<file path="src/rtl/rand_stim_gen.sv">
// Constrained-random operand source for design_rand.
// A 16-bit Galois LFSR feeds two generation states: 'a' is rejection-sampled
// against A_LIMIT, 'b' follows a fixed weighted table. Each accepted pair is
// offered on a valid/ready handshake; COUNT pairs are emitted per start.
module rand_stim_gen #(
  parameter int unsigned WIDTH   = 4,
  parameter logic [15:0] SEED    = 16'hACE1,
  parameter int unsigned A_LIMIT = 3,
  parameter int unsigned MAX_TRY = 8,
  parameter int unsigned COUNT   = 100
) (
  input  logic             clk,
  input  logic             rst,
  input  logic             start_i,
  input  logic             ready_i,
  output logic [WIDTH-1:0] a_o,
  output logic [WIDTH-1:0] b_o,
  output logic             valid_o,
  output logic             busy_o,
  output logic             done_o,
  output logic [15:0]      sample_cnt_o
);

  // An all-zero seed would lock the LFSR, so it is replaced by 1.
  localparam logic [15:0]      SEED_EFF = (SEED == 16'h0000) ? 16'h0001 : SEED;
  localparam logic [15:0]      TAPS     = 16'hB400;
  localparam int unsigned      TRY_W    = (MAX_TRY < 2) ? 1 : $clog2(MAX_TRY + 1);
  // Fallback fires on the rejection that would bring the counter to MAX_TRY.
  localparam logic [TRY_W-1:0] TRY_LAST = TRY_W'(MAX_TRY - 1);
  localparam logic [15:0]      COUNT_16 = 16'(COUNT);
  localparam logic [WIDTH-1:0] B_FALLBK = WIDTH'(4);

  typedef enum logic [2:0] {
    S_IDLE,
    S_GEN_A,
    S_GEN_B,
    S_HOLD,
    S_DONE
  } state_t;

  state_t           r_state;
  state_t           w_state_nxt;

  logic [15:0]      r_lfsr;
  logic [15:0]      w_lfsr_step;
  logic [WIDTH-1:0] w_cand;
  logic [3:0]       w_r;

  logic [TRY_W-1:0] r_try;
  logic [15:0]      r_cnt;
  logic [WIDTH-1:0] r_a;
  logic [WIDTH-1:0] r_b;
  logic             r_valid;
  logic             r_busy;
  logic             r_done;

  logic             w_a_ok;
  logic             w_b_ok;
  logic [WIDTH-1:0] w_b_val;

  logic             w_lfsr_en;
  logic             w_a_load;
  logic [WIDTH-1:0] w_a_next;
  logic             w_b_load;
  logic [WIDTH-1:0] w_b_next;
  logic             w_try_clr;
  logic             w_try_inc;
  logic             w_cnt_clr;
  logic             w_cnt_inc;

  // One Galois step; the candidate is taken from the post-step value.
  always_comb begin
    w_lfsr_step = {1'b0, r_lfsr[15:1]} ^ (r_lfsr[0] ? TAPS : 16'h0000);
    w_cand      = w_lfsr_step[WIDTH-1:0];
    w_r         = w_lfsr_step[3:0];
    w_a_ok      = (32'(w_cand) < A_LIMIT);
  end

  // Weighted 'b' table: 0-5 -> 1+r/2, 6-10 -> 4, 11-13 -> 9, 14-15 rejected.
  always_comb begin
    w_b_ok  = 1'b1;
    w_b_val = '0;
    if (w_r <= 4'd5) begin
      w_b_val = WIDTH'(1) + WIDTH'(w_r[3:1]);
    end else if (w_r <= 4'd10) begin
      w_b_val = WIDTH'(4);
    end else if (w_r <= 4'd13) begin
      w_b_val = WIDTH'(9);
    end else begin
      w_b_ok = 1'b0;
    end
  end

  // State register.
  always_ff @(posedge clk or posedge rst) begin
    if (rst) begin
      r_state <= S_IDLE;
    end else begin
      r_state <= w_state_nxt;
    end
  end

  // Next-state decode and datapath strobes.
  always_comb begin
    w_state_nxt = r_state;
    w_lfsr_en   = 1'b0;
    w_a_load    = 1'b0;
    w_a_next    = '0;
    w_b_load    = 1'b0;
    w_b_next    = '0;
    w_try_clr   = 1'b0;
    w_try_inc   = 1'b0;
    w_cnt_clr   = 1'b0;
    w_cnt_inc   = 1'b0;
    unique case (r_state)
      S_IDLE: begin
        if (start_i) begin
          w_state_nxt = S_GEN_A;
          w_cnt_clr   = 1'b1;
          w_try_clr   = 1'b1;
        end
      end
      S_GEN_A: begin
        w_lfsr_en = 1'b1;
        if (w_a_ok) begin
          w_a_load    = 1'b1;
          w_a_next    = w_cand;
          w_try_clr   = 1'b1;
          w_state_nxt = S_GEN_B;
        end else if (r_try == TRY_LAST) begin
          w_a_load    = 1'b1;
          w_a_next    = '0;
          w_try_clr   = 1'b1;
          w_state_nxt = S_GEN_B;
        end else begin
          w_try_inc = 1'b1;
        end
      end
      S_GEN_B: begin
        w_lfsr_en = 1'b1;
        if (w_b_ok) begin
          w_b_load    = 1'b1;
          w_b_next    = w_b_val;
          w_try_clr   = 1'b1;
          w_state_nxt = S_HOLD;
        end else if (r_try == TRY_LAST) begin
          w_b_load    = 1'b1;
          w_b_next    = B_FALLBK;
          w_try_clr   = 1'b1;
          w_state_nxt = S_HOLD;
        end else begin
          w_try_inc = 1'b1;
        end
      end
      S_HOLD: begin
        if (ready_i) begin
          w_cnt_inc   = 1'b1;
          w_state_nxt = ((r_cnt + 16'd1) == COUNT_16) ? S_DONE : S_GEN_A;
        end
      end
      S_DONE: begin
        w_state_nxt = S_IDLE;
      end
      default: begin
        w_state_nxt = S_IDLE;
      end
    endcase
  end

  // LFSR advances only while generating; it persists across bursts.
  always_ff @(posedge clk or posedge rst) begin
    if (rst) begin
      r_lfsr <= SEED_EFF;
    end else if (w_lfsr_en) begin
      r_lfsr <= w_lfsr_step;
    end
  end

  // Per-field rejection counter.
  always_ff @(posedge clk or posedge rst) begin
    if (rst) begin
      r_try <= '0;
    end else if (w_try_clr) begin
      r_try <= '0;
    end else if (w_try_inc) begin
      r_try <= r_try + TRY_W'(1);
    end
  end

  // Handshake counter for the current burst.
  always_ff @(posedge clk or posedge rst) begin
    if (rst) begin
      r_cnt <= '0;
    end else if (w_cnt_clr) begin
      r_cnt <= '0;
    end else if (w_cnt_inc) begin
      r_cnt <= r_cnt + 16'd1;
    end
  end

  // Operand registers change only on accept/fallback, so they hold through HOLD and IDLE.
  always_ff @(posedge clk or posedge rst) begin
    if (rst) begin
      r_a <= '0;
      r_b <= '0;
    end else begin
      if (w_a_load) begin
        r_a <= w_a_next;
      end
      if (w_b_load) begin
        r_b <= w_b_next;
      end
    end
  end

  // Status flags are registered from the next state so they align with it.
  always_ff @(posedge clk or posedge rst) begin
    if (rst) begin
      r_valid <= 1'b0;
      r_busy  <= 1'b0;
      r_done  <= 1'b0;
    end else begin
      r_valid <= (w_state_nxt == S_HOLD);
      r_busy  <= (w_state_nxt != S_IDLE);
      r_done  <= (w_state_nxt == S_DONE);
    end
  end

  assign a_o          = r_a;
  assign b_o          = r_b;
  assign valid_o      = r_valid;
  assign busy_o       = r_busy;
  assign done_o       = r_done;
  assign sample_cnt_o = r_cnt;

endmodule

</file>
<file path="config.mk">
export PLATFORM = sky130hd
export DESIGN_NAME = rand_stim_gen
export DESIGN_NICKNAME = d
export VERILOG_FILES = /design/src/rtl/rand_stim_gen.sv
export SDC_FILE = /design/constraint.sdc
export NUM_CORES = 1
export LEC_CHECK = 0
export ABC_CLOCK_PERIOD_IN_PS = 2200
export BUFFER_PORTS_ARGS = -buffer_cell sky130_fd_sc_hd__buf_4
export CAP_MARGIN = 20
export CORE_ASPECT_RATIO = 0.9
export CORE_MARGIN = 2
export CORE_UTILIZATION = 52
export CTS_CLUSTER_SIZE = 28
export DETAILED_ROUTE_END_ITERATION = 8
export MAX_ROUTING_LAYER = met4
export PLACE_DENSITY_LB_ADDON = 0.2
export SLEW_MARGIN = 10
export SYNTH_ARGS = -nofsm -noshare
export SYNTH_HDL_FRONTEND = slang
export SYNTH_SLANG_ARGS = --single-unit
</file>
<file path="constraint.sdc">
create_clock -name clk -period 2.2 [get_ports clk]
set_input_delay 0 -clock clk [delete_from_list [all_inputs] [get_ports clk]]
set_output_delay 0 -clock clk [all_outputs]
set_load 0.05 [all_outputs]
</file>
# Word level (Yosys, flattened, before mapping)
# Cells that the tools add are included.
dict set report word_totals {
  regBits 50
  input_bits 4
  output_inout_bits 27
  wordCells 68
}
dict set report op_classes {
  add_sub_neg 3
  order_cmp 4
  n_eq_ne 7
  n_mux 39
  bitwise 1
  n_reduce_logical 5
}
# op count
set ops {}
lappend ops {{16-bit 2-to-1 mux} 3}
lappend ops {{4-bit 2-to-1 mux} 9}
lappend ops {{3-bit 2-to-1 mux} 8}
lappend ops {{16-bit by 1-bit adder with 16-bit output, second input constant} 1}
lappend ops {{16-bit by 7-bit equality test with 1-bit output, second input constant} 1}
lappend ops {{1-bit 2-to-1 mux} 16}
lappend ops {{15-bit by 16-bit XOR with 16-bit output} 1}
lappend ops {{3-bit one-hot mux with 4 select lines} 1}
lappend ops {{3-bit by 2-bit equality test with 1-bit output, second input constant} 3}
lappend ops {{4-bit less-or-equal comparator, second input constant} 2}
lappend ops {{1-bit by 3-bit adder with 4-bit output, first input constant} 1}
lappend ops {{4-bit by 1-bit adder with 4-bit output, second input constant} 1}
lappend ops {{4-bit by 3-bit equality test with 1-bit output, second input constant} 1}
lappend ops {{4-bit by 3-bit less-or-equal comparator with 1-bit output, second input constant} 1}
lappend ops {{4-bit by 2-bit < comparator with 1-bit output, second input constant} 1}
lappend ops {{2-bit nonzero test} 2}
lappend ops {{3-bit by 1-bit equality test with 1-bit output, second input constant} 1}
lappend ops {{3-bit equality test, second input constant} 1}
lappend ops {{3-bit zero test} 1}
lappend ops {{1-bit one-hot mux with 3 select lines} 1}
lappend ops {{3-bit nonzero test} 1}
lappend ops {{1-bit one-hot mux with 2 select lines} 1}
lappend ops {{2-bit OR reduction} 1}

# Logic depth before layout (Yosys ltp)
# Gate-level depths: netlist (run 1).
dict set report logic_depth {
  depth_word 10
  depth_mapped 7
  depth_no_buf 6
}

# Worst setup path before layout (run 1)
# Ideal clock, no wire load.
dict set report synth_path {
  kind {register to register}
  start {register r_cnt[0], in the netlist sample_cnt_o[0]}
  end {register r_done, in the netlist done_o}
  setup_ns 0.068
  arrival_ns 2.014
  t_required_ns 2.132
  setup_slack_ns 0.118
  stages_incl_launch_ff 7
  n_path_buf 0
  period_less_slack_ns 2.082
  cell_sequence {dfrtp_1 -> ha_1 -> nand3_1 -> nor3_2 -> or4_1 -> a22oi_1 -> and4_1}
}
dict set report synth_via {
  elab_chain_cells 6
}
# element line_no
set synth_rtl {}
lappend synth_rtl {{from (decl)} 50} ;# logic [15:0] r_cnt;
lappend synth_rtl {{from (signal assigned)} 197} ;# r_cnt <= r_cnt + 16'd1;
lappend synth_rtl {{16-bit by 1-bit adder with 16-bit output} 158} ;# w_state_nxt = ((r_cnt + 16'd1) == COUNT_16) ? S_DONE : S_GEN_A;
lappend synth_rtl {{16-bit by 7-bit equality test with 1-bit output} 158}
lappend synth_rtl {{3-bit 2-to-1 mux} 158}
lappend synth_rtl {{3-bit 2-to-1 mux} 156} ;# if (ready_i) begin
lappend synth_rtl {{3-bit one-hot mux with 4 select lines} 115} ;# unique case (r_state)
lappend synth_rtl {{3-bit equality test} 225} ;# r_done <= (w_state_nxt == S_DONE);
lappend synth_rtl {{to (signal assigned)} 225}
lappend synth_rtl {{to (decl)} 55} ;# logic r_done;
# Every way passes these cells.
# A chain may end at the register's enable or synchronous reset.

# Final worst setup path (run 1)
# Ends and elaborated chain as after synthesis.

==> metrics.md, run 1 <==
| Metric | Value |
|---|---|
| Synth Flop Type | dfrtp_1 |
| Initial antenna violation count | 0 |
| Sw Share | 0.406 |
| DR pass1 iterations | 4 |
| Post-Syn Instances | around 260 |
| Sum Neg Setup Slack | 0 ps |
| Setup violators final | 0 |
| Synth unique cells | 55 |
| Crit path DAT | around 2200 ps |
| Die H | approximately 70 µm |
| Crit path largest cell delay | 450 ps |
| CP Launch Type | flop |
| Vias | 2,039 |
| Grt total ovfl | 0 |
| Pwr dens | between 1000 and 1500 mW/mm² |
| Detailed Place HPWL | between 3000 and 4000 µm |
| Setup CP Type | reg -> reg |
| Post-route ant nets | 0 |
| Crit-path slowest cell | dfrtp_1 |
| Root buffer cell | clkbuf_8 |
| IO Port Bufs | 30 |
| Net Count, Synth | between 200 and 300 |
| First-pass GRT wire length | approximately 8900 µm |
| Combinational power share | 0.434 |
| Die area | 0.00554 mm² |
| Crit path time final | roughly 2000 ps |
| Gates resized, CTS repair | 0 |
| Slew margin rel. | 0.427 |
| Number of flops mapped to enable cells by yosys | 0 |
| Worst skew pair latency | about 300 ps |
| Post-synth top area cell | dfrtp_1 |
| Status | finished, final reports clean |
| Worst Hold Class | in -> reg |
| Yosys reg bits | 50 |
| CP Cell Sequence | ha_1 > nand3_1 > nor3_2 > or4_1 > a22oi_1 > and4_1 |
| Final Total Pwr | about 3.6 mW |
| Layout Nets | 300 |
| Mapped Area | around 0.0026 mm² |
| # IOs | 31 |
| Starting density of the core | 0.536 |
| Crit end category | flop |
| Die width | about 78 µm |
| Drt first-iter violations | 101 |
| Sequential share of power | 0.411 |
| DRC viols | 0 |
| Total Routed Length | roughly 5000 µm |
| Lkg Pwr | approximately 1.3 nW |
| Final period util | 0.900 |
| Max Cap Viol | 0 |
| Final Hold Viols | 0 |
| Fill count | around 400 |
| Clock power frac | 0.155 |
| Routability cong. | roughly 0.86 |
| CTS tree | yes |
| Vias per Instance | ~5.7 |
| # diodes | 0 |
| Mapped Avg Cell Area | about 10 µm² |
| Clk_skew | ~3.8 ps |
| Sw power | about 1.5 mW |
| Layout cell share with drive strength beyond 1 | 0.245 |
| Async set or reset register ratio after synthesis | 1.00 |
| Peak VDD IR | 0.000754 V |
| Max-slew violations | 0 |
| Area grow syn2layout | 16.0% |
| Synth area leaders | dfrtp_1, dfstp_2, nand2_1 |
| Number of global-route vias before repair | roughly 1,900 |
| Clk sink count | 50 |
| Worst-path fanout max | 7 |
| Sequential fraction of the synthesis area | 0.489 |
| CORE AREA | ~0.0048 mm² |
| Fmax | 0.505 GHz |
| CTS buffer count | 5 |
| CTS H-tree depth | 2 |
| Clock slew at reported path FFs | 90 ps |
| Clock Tree Buf Depth | 2 |
| Yosys warnings | 0 |
| # rows | 24 |
| Avg WL per Cell | approximately 14 µm |
| Internal | 2.15 mW |
| Worst EP required | 2440 ps |
| Unrepaired setup endpoints after global routing | no |
| Top cell type's share of synthesized area | 0.408 |
| Slew @ Worst Pin | 857 ps |
| Largest net degree at the start of global routing | roughly 50 |
| GRT Total Usage | 0.205 |
==> worst max-delay path: cells and delay by family (launching register included) <==
family	cells	cell delay [ps]
AND/OR/NAND/NOR	4	900
flip-flops	1	450
adder cells (fa/ha/maj)	1	290
AO/OA/AOI/OAI	1	280
==> registers in the layout (all words and copies together) (netlist names) <==
name	cells
done_o	1
a_o	4
r_state	3
r_lfsr	16
sample_cnt_o	16
valid_o	1
r_try	4
b_o	4
busy_o	1
==> power groups by stage <==
stage | clock network (mW) | logic [mW] | registers [mW]
floorplan | 0 | 1.01 | 1.68
global placement | 0 | 1.55 | 1.49
detailed placement | 0 | 1.57 | 1.50
CTS | 0.584 | 1.58 | 1.48
global route | 0.621 | 1.73 | 1.53
finish | 0.561 | 1.57 | 1.49
==> cell families (layout without fill, tap and decap cells) <==
kind of cell               Yosys count  after routing  share of synthesized area
xor gates and xnor gates            11             11                     0.0374
DFF                                 50             50                      0.489
AOI/OAI and AO/OA                   59             59                      0.151
adders and majority gates            3              3                     0.0146
and+or+nand+nor                    105            105                      0.218
buffers and inverters               18             53                     0.0340
muxes                               13             13                     0.0558
==> Yosys cell counts (all sizes together), types with 2 or more instances <==
cell    count
a21oi       9
o41ai       2
xor2        3
nor4        3
nand4       7
mux2i       2
nand3b      4
nor2       24
ha          3
and2        3
a31oi       2
and4        4
dfstp       8
or3         4
inv         5
a211oi      2
nand3      10
o211ai      2
a22o        3
nand2b      4
buf        11
nand2      32
clkbuf      2
dfrtp      42
o21ai      26
nor3        4
mux2       11
xnor2       8
o31ai       2
a22oi       2
==> cell type report <==
class                   count  area, µm²  share of cell area
clock buffers               7       86.3              0.0289
multi-input cells         191       1230               0.411
clock inverters             1       8.76             0.00293
well taps                  65       81.3              0.0272
inverters                   5       18.8             0.00628
flip-flops and latches     50       1260               0.422
repair buffers             40        305               0.102
==> through the flow <==
step                utilization  worst slack [ps]  hold WS [ps]  instances  instance area [µm²]
floorplan                     -               118           129        259                 2580
global placement          0.598               275           205        349                 2880
detailed placement        0.598               235           212        349                 2880
CTS                       0.622               218          18.4        359                 2990
global route              0.622              25.2          44.4        359                 2990
finish                    0.622               220          29.2        359                 2990
==> path summary, 6_finish.rpt <==
path / from / endpoint / slack, ps / cells after the start
worst max-delay path: sample_cnt_o[0] / done_o / 220 / 6
worst min-delay path: ready_i / r_state[1] / 30 / 4
worst max register to register: sample_cnt_o[0] / done_o / 220 / 6
worst min register to register: b_o[3] / b_o[3] / 490 / 2
max in group asynchronous: rst / sample_cnt_o[12] / 1340 / 4
min in group asynchronous: rst / sample_cnt_o[15] / 420 / 4
==> metal layers <==
layer	global-route usage	vias to the layer above	part of all wire	wire length, µm
met1	0.290	978	0.48	2450
met2	0.299	62	0.45	2280
met3	0.0446	4	0.057	285
li1	-	995	-	-
met5	-	-	0	0
met4	0.0663	0	0.0063	32
==> repair_timing <==
item,in CTS,in global routing
hold buffers,2,0
hold endpoints to repair,43,0
setup buffers,0,0
endpoints found under the setup margin,0,0
==> cell usage in the layout (no fill, tap or decap), drive strengths merged, types with 2 or more instances in the layout <==
| master | count |
|---|---|
| nor2 | 24 |
| a21oi | 9 |
| dfstp | 8 |
| nand2 | 32 |
| xor2 | 3 |
| inv | 6 |
| xnor2 | 8 |
| dfrtp | 42 |
| nor3 | 4 |
| nand2b | 4 |
| o31ai | 2 |
| clkbuf | 7 |
| nand3 | 10 |
| or3 | 4 |
| nand3b | 4 |
| dlygate4sd3 | 2 |
| mux2i | 2 |
| o21ai | 26 |
| ha | 3 |
| o41ai | 2 |
| and4 | 4 |
| nand4 | 7 |
| a211oi | 2 |
| o211ai | 2 |
| a31oi | 2 |
| a22oi | 2 |
| nor4 | 3 |
| a22o | 3 |
| and2 | 3 |
| mux2 | 11 |
| buf | 38 |
No activity file was read; power rests on OpenSTA's default activity.
==> run 2, diff against run 1 <==
Settings changed: ABC_AREA set to 1, GPL_TIMING_DRIVEN set to 1.
==> run 2 against run 1 <==
Worst hold slack better by 8.2 ps. Synthesized area is 3.8% lower. Sequential cell count stayed put. Final cell count is 14% higher. Clock power is 2% higher. Setup slack better by 74 ps. Cell area is 3.5% lower. Largest power group unchanged.
==> metrics.md, run 2 <==
| Metric | Value |
|---|---|
| Status | finished, final reports clean |
| Placed cell area | 0.00278 mm² (-3.4%) |
| Post-Synth Simple-Gate Area | 0.268 (+0.0501) |
| CTS tree | yes |
| Yosys warnings | 0 (unchanged) |
| CP Cell Sequence | ha_1 > nand3_2 > nor2_4 > nand2_2 > nand2_1 > nand2_1 > nor2_1 > nand2_1 > nor2_2 > nand2_1 > nand2_2 > nand4_1 |
| Avg WL per Cell | 12.4 µm (-11%) |
| Compound-cell area share of the yosys netlist | 0.107 (-0.0440) |
| Number of global-route vias before repair | 1,971 (+3.9%) |
| DRC viols | 0 (unchanged) |
| Max Cap Viol | 0 (unchanged) |
| Crit path DAT | 2070 ps (-150 ps) |
| Mapped Avg Cell Area | 7.92 µm² (-20%) |
| Postcts setup bufs | 0 (unchanged) |
| Setup violators final | 0 (unchanged) |
| Setup CP Type | reg -> reg |
| Layout cell share with drive strength beyond 1 | 0.175 (-0.0701) |
| First-pass GRT wire length | 9080 µm (+2.6%) |
| GRT Total Usage | 0.214 (+0.00869) |
| Fin cells | 411 (+14%) |
| Crit path max-delay family | simple AND/OR/NAND/NOR gates |
| Hold slack | 37.4 ps (+8.17 ps) |
| # rows | 23 (-4.2%) |
| Clk sink count | 50 (unchanged) |
| Crit path time final | 1910 ps (-73.8 ps) |
| Area grow syn2layout | 16.5% |
| Final Hold Viols | 0 (unchanged) |
| Vias per Instance | 5.17 (-9.0%) |
| Die width | 76.8 µm (-1.8%) |
| Fill count | 366 (-9.6%) |
| CORE AREA | 0.00452 mm² (-6.0%) |
| Top cell type's share of synthesized area | 0.424 (+0.0163) |
| CP Buf/Inv Count | 0 (unchanged) |
| Crit path largest cell delay | 470 ps (+20 ps) |
| Worst-path fanout max | 8 (+1) |
| Net Count, Synth | 320 (+20%) |
| Max-slew violations | 0 (unchanged) |
| Leading cell type in the layout, fill and taps excluded | nand2_1 |
| CTS H-tree depth | 2 (unchanged) |
| Worst Hold Class | in -> reg |
| Yosys reg bits | 50 (unchanged) |
| Die H | 69.5 µm (-1.8%) |
| Root buffer cell | clkbuf_8 |
| Detailed Place HPWL | 3790 µm (+9.3%) |
| Clock slew at reported path FFs | 90 ps (about the same) |
| Worst skew pair latency | 300 ps (about the same) |
| Largest net degree at the start of global routing | 33 (-35%) |
| Die area | 0.00534 mm² (-3.6%) |
| Synth unique cells | 25 (-55%) |
| Post-layout util | 0.639 (+0.0165) |
| Pwr dens | 1280 mW/mm² (+5.6%) |
| Total Routed Length | 5110 µm (+1.4%) |
| IO Port Bufs | 30 (unchanged) |
| Worst EP required | 2370 ps (-70 ps) |
| Slew margin rel. | 0.610 (+0.183) |
| Initial antenna violation count | 0 (unchanged) |
| Synth Flop Type | dfrtp_1 |
| Multiplexer share of the synthesized area | 0 (-0.0558) |
| Finished Cell Area | 0.00289 mm² (-3.5%) |
| Async set or reset register ratio after synthesis | 1.00 (unchanged) |
| # IOs | 31 (unchanged) |
| Sum Neg Setup Slack | 0 ps (unchanged) |
| Final period util | 0.866 (-0.0335) |
| Main combinational cell family by area after synthesis | simple AND/OR/NAND/NOR gates |
| Mapped Area | 0.00248 mm² (-3.8%) |
| Routability cong. | 0.846 (-1.1%) |
| Clk_skew | 10.2 ps (+6.36 ps) |
| Crit-path slowest cell | dfrtp_1 |
| Fmax | 0.525 GHz (+3.9%) |
| Post-route ant nets | 0 (unchanged) |
| Number of flops mapped to enable cells by yosys | 0 (unchanged) |
| Lkg Pwr | 1.38 nW (+5.5%) |
| Grt total ovfl | 0 (unchanged) |
| Post-synth top area cell | dfrtp_1 |
| Drt first-iter violations | 155 (+53%) |
| Post-Synth Adder-Cell Area | 0.0151 (+0.000581) |
| Most frequent cell after synthesis | nand2_1 |
| Vias | 2,125 (+4.2%) |
| DR pass1 iterations | 4 (unchanged) |
| CP dominant cell by count | nand2_1 |
| Slew @ Worst Pin | 585 ps (-272 ps) |
| XOR/XNOR Fraction of Synth Area | 0.0177 (-0.0197) |
| CTS buffer count | 5 (unchanged) |
| Starting density of the core | 0.549 (+0.0121) |
| Layout Nets | 355 (+18%) |
| Unrepaired setup endpoints after global routing | no |
| Synth area leaders | dfrtp_1, nand2_1, dfstp_2 |
| Synth top cells by count | nand2_1, inv_1, dfrtp_1 |
| Peak VDD IR | 0.000829 V (+10%) |
| Crit end category | flop |
| Most frequent cells in the layout | nand2_1, inv_1, dfrtp_1, buf_4, nor2_1 |
| Post-Syn Instances | 313 (+21%) |
| Clock Tree Buf Depth | 2 (unchanged) |
| # diodes | 0 (unchanged) |
| Sequential fraction of the synthesis area | 0.509 (+0.0195) |
| DP Cell Count | 402 (+15%) |
| CP Launch Type | flop |
-- run 2: timing repair --
action | in CTS | in global routing
hold buffers | 1 | 0
endpoints found under the hold margin | 20 | 0
gates resized for setup | 0 | 0
-- run 2: worst reg2reg max path, stage by stage, from the launching register on --
cell     delay (ps)
dfrtp_1         470
ha_1            270
nand3_2         140
nor2_4          190
nand2_2          90
nand2_1          70
nand2_1          60
nor2_1          100
nand2_1          70
nor2_2          120
nand2_1          70
nand2_2          70
nand4_1          70
-- run 2: logic make-up after synthesis --
logic type,count (synthesis)
AO/OA/AOI/OAI,49
XOR/XNOR,5
buffers and inverters,53
AND/OR/NAND/NOR,153
flip-flops,50
adder cells (fa/ha/maj),3
-- run 2: report_power, final --
| group | leakage [nW] | internal, mW | switching (mW) | total, mW |
|---|---|---|---|---|
| clock | 0.0478 | 0.259 | 0.311 | 0.571 |
| combinational | 0.696 | 0.515 | 1.12 | 1.64 |
| sequential | 0.633 | 1.27 | 0.210 | 1.48 |
-- run 2: cell type report --
type / count / area, µm² / share of cell area
flip-flops and latches: 50 / 1260 / 0.437
multi-input cells: 210 / 1010 / 0.350
repair buffers: 35 / 265 / 0.0919
inverters: 46 / 173 / 0.0598
clock buffers: 6 / 82.6 / 0.0286
well taps: 62 / 77.6 / 0.0269
clock inverters: 2 / 16.3 / 0.00564
-- run 2: per-stage QoR --
stage / total power, mW / setup slack (ps)
final: 3.68 / 294
after global routing: 4.01 / 93.8
after CTS: 3.71 / 312
after detailed placement: 3.13 / 329
after global placement: 3.09 / 398
after floorplan: 2.72 / 109
-- run 2: path summary, 6_finish.rpt --
check | startpoint | end | slack, ps | cells past startpoint
worst max-delay path | sample_cnt_o[0] | busy_o | 290 | 12
worst min-delay path | ready_i | sample_cnt_o[1] | 40 | 3
worst max register to register | sample_cnt_o[0] | busy_o | 290 | 12
worst min register to register | r_lfsr[6] | r_lfsr[5] | 480 | 2
max in group asynchronous | rst | r_state[1] | 1310 | 4
min in group asynchronous | rst | r_lfsr[8] | 310 | 3
-- run 2: routing by layer --
metal,up-vias,track usage,part of all wire
li1,1081,-,-
met1,978,0.321,0.50
met2,62,0.311,0.44
met3,4,0.0378,0.048
met4,0,0.0364,0.0070
met5,-,-,0
